==> src/rtl/mioc_dram_seq_if.sv <==
// Requester handshake plus DRAM strobe/address-mux bundle for mioc_dram_seq.
interface mioc_dram_seq_if;
    logic       acc_req;
    logic       acc_wr;
    logic       acc_ack;
    logic       ras_n;
    logic       cas_n;
    logic       we_n;
    logic       row_sel;
    logic [6:0] ref_row;
    logic       busy;

    modport master (
        output acc_req, acc_wr,
        input  acc_ack, ras_n, cas_n, we_n, row_sel, ref_row, busy
    );

    modport slave (
        input  acc_req, acc_wr,
        output acc_ack, ras_n, cas_n, we_n, row_sel, ref_row, busy
    );
endinterface

==> src/rtl/mioc_dram_seq.sv <==
// RAS/CAS/precharge DRAM access sequencer with RAS-only refresh.
// Refresh timer, REF state and refresh row counter exist only when MIOC_REFRESH_EN is defined.
module mioc_dram_seq #(
    parameter int unsigned RAS_CYCLES = 2,
    parameter int unsigned CAS_CYCLES = 2,
    parameter int unsigned PRE_CYCLES = 1,
    parameter int unsigned REF_PERIOD = 64
) (
    input  logic           clk,
    input  logic           rst_n,
    mioc_dram_seq_if.slave dram
);
    localparam int unsigned CNT_W   = 4;
    localparam int unsigned ROW_W   = 7;
    localparam int unsigned REF_LEN = RAS_CYCLES + CAS_CYCLES;

    if (RAS_CYCLES < 1 || RAS_CYCLES > 7) begin : g_bad_ras
        $error("RAS_CYCLES must be 1..7");
    end
    if (CAS_CYCLES < 1 || CAS_CYCLES > 7) begin : g_bad_cas
        $error("CAS_CYCLES must be 1..7");
    end
    if (PRE_CYCLES < 1 || PRE_CYCLES > 7) begin : g_bad_pre
        $error("PRE_CYCLES must be 1..7");
    end
    if (REF_PERIOD < 16 || REF_PERIOD > 1023) begin : g_bad_ref
        $error("REF_PERIOD must be 16..1023");
    end

    typedef enum logic [2:0] {
        S_IDLE,
        S_RAS,
        S_CAS,
        S_REF,
        S_PRE
    } state_e;

    state_e             state_q, state_d;
    logic [CNT_W-1:0]   cnt_q, cnt_d;
    logic               wr_q, wr_d;
    logic               ras_n_q, ras_n_d;
    logic               cas_n_q, cas_n_d;
    logic               we_n_q, we_n_d;
    logic               row_sel_q, row_sel_d;
    logic               ack_q, ack_d;
    logic               busy_q, busy_d;
    logic               ref_pend;
    logic [ROW_W-1:0]   ref_row;

    // Next state; strobes are decoded from the next state so they leave flops aligned with it
    always_comb begin
        state_d = state_q;
        cnt_d   = cnt_q + CNT_W'(1);
        wr_d    = wr_q;
        ack_d   = 1'b0;
        case (state_q)
            S_IDLE: begin
                cnt_d = '0;
                if (ref_pend) begin
                    state_d = S_REF;
                end else if (dram.acc_req) begin
                    state_d = S_RAS;
                    wr_d    = dram.acc_wr;
                end
            end
            S_RAS: begin
                if (cnt_q == CNT_W'(RAS_CYCLES - 1)) begin
                    state_d = S_CAS;
                    cnt_d   = '0;
                end
            end
            S_CAS: begin
                if (cnt_q == CNT_W'(CAS_CYCLES - 1)) begin
                    state_d = S_PRE;
                    cnt_d   = '0;
                    ack_d   = 1'b1;
                end
            end
            S_REF: begin
                if (cnt_q == CNT_W'(REF_LEN - 1)) begin
                    state_d = S_PRE;
                    cnt_d   = '0;
                end
            end
            S_PRE: begin
                if (cnt_q == CNT_W'(PRE_CYCLES - 1)) begin
                    state_d = S_IDLE;
                    cnt_d   = '0;
                end
            end
            default: begin
                state_d = S_IDLE;
                cnt_d   = '0;
            end
        endcase

        busy_d    = (state_d != S_IDLE);
        ras_n_d   = !((state_d == S_RAS) || (state_d == S_CAS) || (state_d == S_REF));
        cas_n_d   = (state_d != S_CAS);
        we_n_d    = !((state_d == S_CAS) && wr_d);
        row_sel_d = (state_d != S_CAS);
    end

    always_ff @(posedge clk or negedge rst_n) begin
        if (!rst_n) begin
            state_q   <= S_IDLE;
            cnt_q     <= '0;
            wr_q      <= 1'b0;
            ras_n_q   <= 1'b1;
            cas_n_q   <= 1'b1;
            we_n_q    <= 1'b1;
            row_sel_q <= 1'b1;
            ack_q     <= 1'b0;
            busy_q    <= 1'b0;
        end else begin
            state_q   <= state_d;
            cnt_q     <= cnt_d;
            wr_q      <= wr_d;
            ras_n_q   <= ras_n_d;
            cas_n_q   <= cas_n_d;
            we_n_q    <= we_n_d;
            row_sel_q <= row_sel_d;
            ack_q     <= ack_d;
            busy_q    <= busy_d;
        end
    end

`ifdef MIOC_REFRESH_EN
    localparam int unsigned TMR_W = $clog2(REF_PERIOD);

    logic [TMR_W-1:0] timer_q, timer_d;
    logic             ref_pend_q, ref_pend_d;
    logic [ROW_W-1:0] ref_row_q, ref_row_d;
    logic             tmr_tc;

    // A terminal count wins over the clear so a period ending on the REF entry edge is kept
    always_comb begin
        tmr_tc     = (timer_q == TMR_W'(REF_PERIOD - 1));
        timer_d    = tmr_tc ? '0 : timer_q + TMR_W'(1);
        ref_pend_d = ref_pend_q;
        if ((state_q == S_IDLE) && (state_d == S_REF)) begin
            ref_pend_d = 1'b0;
        end
        if (tmr_tc) begin
            ref_pend_d = 1'b1;
        end
        ref_row_d = ref_row_q;
        if ((state_q == S_REF) && (state_d == S_PRE)) begin
            ref_row_d = ref_row_q + ROW_W'(1);
        end
    end

    always_ff @(posedge clk or negedge rst_n) begin
        if (!rst_n) begin
            timer_q    <= '0;
            ref_pend_q <= 1'b0;
            ref_row_q  <= '0;
        end else begin
            timer_q    <= timer_d;
            ref_pend_q <= ref_pend_d;
            ref_row_q  <= ref_row_d;
        end
    end

    assign ref_pend = ref_pend_q;
    assign ref_row  = ref_row_q;
`else
    assign ref_pend = 1'b0;
    assign ref_row  = '0;
`endif

    assign dram.acc_ack = ack_q;
    assign dram.ras_n   = ras_n_q;
    assign dram.cas_n   = cas_n_q;
    assign dram.we_n    = we_n_q;
    assign dram.row_sel = row_sel_q;
    assign dram.busy    = busy_q;
    assign dram.ref_row = ref_row;
endmodule

==> src/flat_wrapper.sv <==
// flat-port wrapper written by rule: the top's interface ports become plain ports
module mioc_dram_seq_flat 
#(
    parameter int unsigned RAS_CYCLES = 2,
    parameter int unsigned CAS_CYCLES = 2,
    parameter int unsigned PRE_CYCLES = 1,
    parameter int unsigned REF_PERIOD = 64
)
  (clk, rst_n, dram_acc_req, dram_acc_wr, dram_acc_ack, dram_ras_n, dram_cas_n, dram_we_n, dram_row_sel, dram_ref_row, dram_busy);
  mioc_dram_seq_if dram_i ();
  input  logic clk;
  input  logic rst_n;
  input wire logic [$bits(dram_i.acc_req)-1:0] dram_acc_req;
  input wire logic [$bits(dram_i.acc_wr)-1:0] dram_acc_wr;
  output wire logic [$bits(dram_i.acc_ack)-1:0] dram_acc_ack;
  output wire logic [$bits(dram_i.ras_n)-1:0] dram_ras_n;
  output wire logic [$bits(dram_i.cas_n)-1:0] dram_cas_n;
  output wire logic [$bits(dram_i.we_n)-1:0] dram_we_n;
  output wire logic [$bits(dram_i.row_sel)-1:0] dram_row_sel;
  output wire logic [$bits(dram_i.ref_row)-1:0] dram_ref_row;
  output wire logic [$bits(dram_i.busy)-1:0] dram_busy;
  assign dram_i.acc_req = dram_acc_req;
  assign dram_i.acc_wr = dram_acc_wr;
  assign dram_acc_ack = dram_i.acc_ack;
  assign dram_ras_n = dram_i.ras_n;
  assign dram_cas_n = dram_i.cas_n;
  assign dram_we_n = dram_i.we_n;
  assign dram_row_sel = dram_i.row_sel;
  assign dram_ref_row = dram_i.ref_row;
  assign dram_busy = dram_i.busy;
  mioc_dram_seq #(.RAS_CYCLES(RAS_CYCLES), .CAS_CYCLES(CAS_CYCLES), .PRE_CYCLES(PRE_CYCLES), .REF_PERIOD(REF_PERIOD)) u_core (.clk(clk), .rst_n(rst_n), .dram(dram_i));
endmodule
==> config.mk <==
export PLATFORM = sky130hd
export DESIGN_NAME = mioc_dram_seq_flat
export DESIGN_NICKNAME = d
export VERILOG_FILES = /design/src/rtl/mioc_dram_seq_if.sv /design/src/rtl/mioc_dram_seq.sv /design/src/flat_wrapper.sv
export SDC_FILE = /design/constraint.sdc
export NUM_CORES = 1
export LEC_CHECK = 0
export CORE_MARGIN = 1
export CORE_UTILIZATION = 43
export DETAILED_ROUTE_END_ITERATION = 10
export GPL_ROUTABILITY_DRIVEN = 0
export GPL_TIMING_DRIVEN = 0
export PLACE_DENSITY = 0.85
export SLEW_MARGIN = 15
export SYNTH_ARGS = -nofsm -noshare
export SYNTH_HDL_FRONTEND = slang
export SYNTH_SLANG_ARGS = --single-unit
==> constraint.sdc <==
create_clock -name clk -period 1.51 [get_ports clk]
set_input_delay 0.2265 -clock clk [delete_from_list [all_inputs] [get_ports clk]]
set_output_delay 0.2265 -clock clk [all_outputs]
set_load 0.005 [all_outputs]
==> results of run 1 <==
-- metal layers --
layer  GRT usage [%]  up-vias
li1                -      266
met1            19.1      243
met2            22.4       16
met3            2.50        5
met4            10.9        0
met5               0        -
-- final timing paths --
check | slack [ns] | to | cells past startpoint
max reg2reg | -0.008 | u_core.cnt_q[0] | 5
min reg2reg | 0.50 | u_core.wr_q | 1
min | 0.32 | u_core.cnt_q[3] | 1
min in group clk | 0.50 | u_core.wr_q | 1
max | -0.008 | u_core.cnt_q[0] | 5
max in group asynchronous | 0.78 | u_core.cnt_q[0] | 1
-- through the flow --
step                setup TNS [ns]  power, uW  utilization [%]  instances
finish                    -0.00779       1720             63.2        106
global route                -0.185       1860             63.2        106
CTS                        -0.0120       1620             58.9        105
detailed placement          -0.185       1390             56.2        100
global placement           -0.0128       1350             56.2        100
floorplan                        0       1150                -         75
-- placed cells by master (no fill, tap or decap), drive strengths merged --
master          n
a21boi          1
a21oi           3
dfrtp          10
ha              3
xnor2           1
or3b            2
and3b           1
a311o           1
inv             2
a31oi           1
dlygate4sd2     4
nor3            2
nor3b           2
or2             1
xor2            1
nand2           3
dfstp           3
mux2i           2
nand3b          1
clkdlybuf4s50   5
nand2b          4
mux2            2
nor4b           1
nand3           3
buf            12
a211o           1
conb            7
clkbuf          5
nor2            3
a32oi           1
o21ai           2
-- sequential cells by signal (all words and copies together) (netlist names) --
register / flops
u_core.dram.busy: 1
u_core.dram.acc_ack: 1
u_core.state_q: 3
u_core.dram.we_n: 1
u_core.dram.cas_n: 1
u_core.dram.ras_n: 1
u_core.wr_q: 1
u_core.cnt_q: 4
-- logic make-up after synthesis --
| kind of cell | synth area share [%] |
|---|---|
| other | 0.498 |
| AOI/OAI and AO/OA | 9.80 |
| xor gates and xnor gates | 2.33 |
| muxes | 6.15 |
| adders and majority gates | 4.98 |
| DFF | 43.7 |
| and+or+nand+nor | 20.4 |
| buffers and inverters | 12.1 |
-- cell type report --
| cell class | count | area (sq um) | share of cell area (%) |
|---|---|---|---|
| multi-input combinational | 49 | 420 | 42.2 |
| sequential | 13 | 332 | 33.3 |
| timing repair buffer | 11 | 104 | 10.4 |
| buffer | 11 | 83.8 | 8.42 |
| clock buffer | 4 | 26.3 | 2.64 |
| tap | 16 | 20.0 | 2.01 |
| inverter | 2 | 10.0 | 1.01 |
-- power breakdown --
part	leakage [uW]	switching [uW]	internal (uW)	total, uW
registers	0.000157	85.6	497	582
clock network	0.0000150	108	103	210
logic	0.000248	437	492	929
-- repair_timing --
action	in CTS	in global routing
buffers inserted	1	1
pin swaps	1	4
resized for setup	6	15
endpoints found under the setup margin	8	9
-- critical path, stage by stage, from the launching register on --
cell	delay (ns)
dfrtp_2	0.45
inv_4	0.09
ha_4	0.11
or3b_4	0.39
a32oi_4	0.25
a21oi_1	0.10
==> metrics.cfg, run 1 <==
[worst_setup_path]
critPathMaxFanout = 4
path_class = register to register
critPathLaunchType = register
crit_path_end_kind = register
crit_path_start = u_core.cnt_q[1]
crit_required_ns = 1.66
r2r_start = u_core.cnt_q[1]
worstPathArrival_ns = 1.67

[clocking]
cts_tree = built
worstSkewPairLatency_ns = 0.28
path_clk_slew_ns = 0.07
root_buffer = clkbuf_4
htree_levels = 1
cts_hold_buf = 0
cts.sink_count = 13
cts_inserted_buffers = 3
clockBufferDepth = 2

[timing]
rsz0062_at_grt = yes
slew-limit-headroom_pct = 61.1
fmaxAchievable_mhz = 659
whs_ns = 0.318
tightest_slew_ns = 0.582
hold_violations = 0
skew_ns = 0.00202
worst_slack_ns = -0.00779
setup_viol = 1
min_period_ns = 1.52
drv_slew = 0
fin_crit_sh_pct = 101

[logic_synthesis]
synth_edf_count = 0
synth_seq_area_share_pct = 43.7
post-synth-top-count-cell = dfrtp_1
synth_commonest_cells = dfrtp_1 (10), buf_4 (8), nand2b_1 (4)
synthFlopType = dfrtp_1
synth_area_per_cell_sq_um = 10.9
ys_top_cells_by_area = dfrtp_1 (33%), dfstp_2 (10%), buf_4 (8.0%)
synth.distinct_cells = 36
synth_largest_area_cell = dfrtp_1
synth.top_cell.area_share_pct = 33.2
netlist_area_sq_um = 753
ys_seq_elements = 13
ys_async_sr_fraction_pct = 100
synthCells = 69
synth_warnings = 0

[power_and_ir_drop]
power_density_nw_per_um2 = 1730
vdd_drop_max_mv = 0.923
leakagePower_uw = 0.000420

[route]
drc = 1
wl_met3_um = 60
wl_um = 1290
vias_per_cell = 5.00
vias = 530
drtAntennaViolNets = 0
drt_first_pass_iters = 8
wl_met1_um = 596
wl_per_cell_um = 12.2
dr_wl_met2_um = 595
first_iter_violations = 10
highest_layer = met4

[final_layout]
syn_to_final_growth_pct = 32.2
drive_above_1_share_pct = 41.1
nNetsFinal = 98
fillers = 122
antenna_cells = 0
post-route-cell-area_sq_um = 996

[global_routing]
antenna_found_initial = 0
grt_pass1_vias = 469
grt.total_usage_pct = 14.9
overflow = 0
grt_max_degree = 14
grt_pass1_wl_um = 2060

[die]
die_area_sq_um = 1920
die_height_um = 43.9
ios = 17
die_w_um = 43.9
start_util_pct = 47.8
rows = 14
core_area_sq_um = 1580

[job]
cap_violations = 0

[placement]
pre_cts_slack_ns = -0.0543
dpl.hpwl_um = 934
io_buffers = 9
placed_area_sq_um = 886

[min_path]
hp-class = primary input to asynchronous set/reset pin

[status]
violations = design-rule violations, negative setup slack
status = finished with violations

No activity file was read; power rests on OpenSTA's default activity.
==> inputs of run 2 (changes only) <==
CAP_MARGIN = 20   (was default)
CTS_CLUSTER_DIAMETER = 40   (was default)
==> results of run 2 <==
Final layout, timing and power as in run 1 (identical DEF).
==> inputs of run 3 (changes only) <==
RECOVER_POWER = 100   (was default)
SETUP_SLACK_MARGIN = 0.1   (was default)
==> run 3 against run 2 <==
Against the previous run: clock skew hardly changed; first-iteration DRC count is 10% lower; fmax is 0.41% lower; via count is 4.0% higher; design area is 3.4% lower; routed wire length is 11% higher; clock power is 3% higher; largest power group unchanged; sequential power is 3% lower; worst hold slack better by 0.055 ns; the run ends with negative setup slack left; worst setup slack worse by 0.0063 ns.
==> metrics.cfg, run 3 (same netlist as run 1, synthesis figures left out) <==
[route]
drt_first_pass_iters = 6
vias_per_cell = 5.20
drc = 0
wl_per_cell_um = 13.5
drtAntennaViolNets = 0
wl_um = 1430
first_iter_violations = 9
vias = 551

[min_path]
hp-class = primary input to asynchronous set/reset pin

[global_routing]
antenna_found_initial = 0
grt_max_degree = 14
overflow = 0
grt_pass1_wl_um = 2480
grt_pass1_vias = 546
grt.total_usage_pct = 18.3

[power_and_ir_drop]
vdd_drop_max_mv = 0.865
leakagePower_uw = 0.000420
power.total_uw = 1690
power_density_nw_per_um2 = 1750

[die]
core_area_sq_um = 1580
die_w_um = 43.9
die_area_sq_um = 1920
ios = 17
die_height_um = 43.9
start_util_pct = 47.8
rows = 14

[clocking]
cts_inserted_buffers = 3
root_buffer = clkbuf_4
clockBufferDepth = 2
cts_hold_buf = 0
htree_levels = 1
cts.sink_count = 13
worstSkewPairLatency_ns = 0.28
cts_tree = built
path_clk_slew_ns = 0.08

[final_layout]
nNetsFinal = 98
drive_above_1_share_pct = 34.4
antenna_cells = 0
largest_reg_flops = 4
syn_to_final_growth_pct = 27.7
final_cell_mix = dfrtp_1 (10), buf_4 (9), conb_1 (7)
layout_commonest_cell = dfrtp_1
regMostFlops = u_core.cnt_q
top_regs = u_core.cnt_q (4), u_core.state_q (3)

[worst_setup_path]
critPathMaxFanout = 4
crit_path_end_kind = register
worstPathArrival_ns = 1.68
crit_required_ns = 1.67
critPathLaunchType = register
path_class = register to register

[timing]
hold_violations = 0
tightest_slew_ns = 0.566
fmaxAchievable_mhz = 656
drv_slew = 0
setup_viol = 2
slew-limit-headroom_pct = 62.1
fin_crit_sh_pct = 101
whs_ns = 0.374
min_period_ns = 1.52
rsz0062_at_grt = yes
skew_ns = 0.00162
worst_slack_ns = -0.0141

[status]
violations = negative setup slack
status = finished with violations

[placement]
io_buffers = 9
pre_cts_slack_ns = -0.0312
dpl.hpwl_um = 977

[job]
cap_violations = 0

-- run 3: changes by cell type in the layout (fill, tap and decap cells not counted), sizes merged --
| cell | before | now |
|---|---|---|
| clkbuf | 5 | 6 |
| clkdlybuf4s50 | 5 | 2 |
| buf | 12 | 11 |
| dlygate4sd3 | 0 | 3 |
-- run 3: path summary, 6_finish.rpt --
path	from	end	slack, ns	depth (start not counted)
max	u_core.cnt_q[0]	u_core.cnt_q[3]	-0.01	5
min	rst_n	u_core.state_q[0]	0.37	1
max reg2reg	u_core.cnt_q[0]	u_core.cnt_q[3]	-0.01	5
min reg2reg	u_core.wr_q	u_core.wr_q	0.50	1
max in group asynchronous	rst_n	u_core.dram.we_n	0.77	1
min in group clk	u_core.wr_q	u_core.wr_q	0.50	1
-- run 3: through the flow --
| step | cells | area, sq um | util (%) | setup TNS, ns |
|---|---|---|---|---|
| after CTS | 105 | 955 | 60.6 | 0 |
| after global placement | 100 | 886 | 56.2 | -0.00913 |
| after floorplan | 75 | 776 | - | 0 |
| after detailed placement | 100 | 886 | 56.2 | -0.110 |
| after global routing | 106 | 962 | 61.0 | -0.349 |
| final | 106 | 962 | 61.0 | -0.0236 |
-- run 3: cell type report --
cell class                 count  area (sq um)
clock buffer                   4          26.3
fill                         132           614
inverter                       2          7.51
sequential                    13           329
multi-input combinational     49           395
tap                           16          20.0
buffer                        11          83.8
timing repair buffer          11           100
-- run 3: power breakdown --
part / switching (uW) / total [uW] / leakage, uW / internal (uW)
Clock: 114 / 217 / 0.0000150 / 103
Combinational: 441 / 903 / 0.000247 / 462
Sequential: 76.2 / 567 / 0.000158 / 490
-- run 3: critical path: stages, from the launching register on --
cell and delay, ns:
dfrtp_1 0.43, inv_1 0.08, ha_1 0.14, or3b_4 0.40
a32oi_4 0.25, a21oi_1 0.10
-- run 3: timing repair --
action                     in CTS  in global routing
pin swaps                       3                  4
setup buffers                   1                  1
resized for setup              12                  0
setup endpoints to repair      11                 10
-- run 3: metal layers --
| layer | up-vias | track usage (%) | share of wire (%) |
|---|---|---|---|
| met5 | - | 0 | 0 |
| met4 | 0 | 8.48 | 2.7 |
| met2 | 17 | 32.2 | 53 |
| met1 | 262 | 20.1 | 39 |
| li1 | 266 | - | - |
| met3 | 6 | 5.42 | 5.0 |
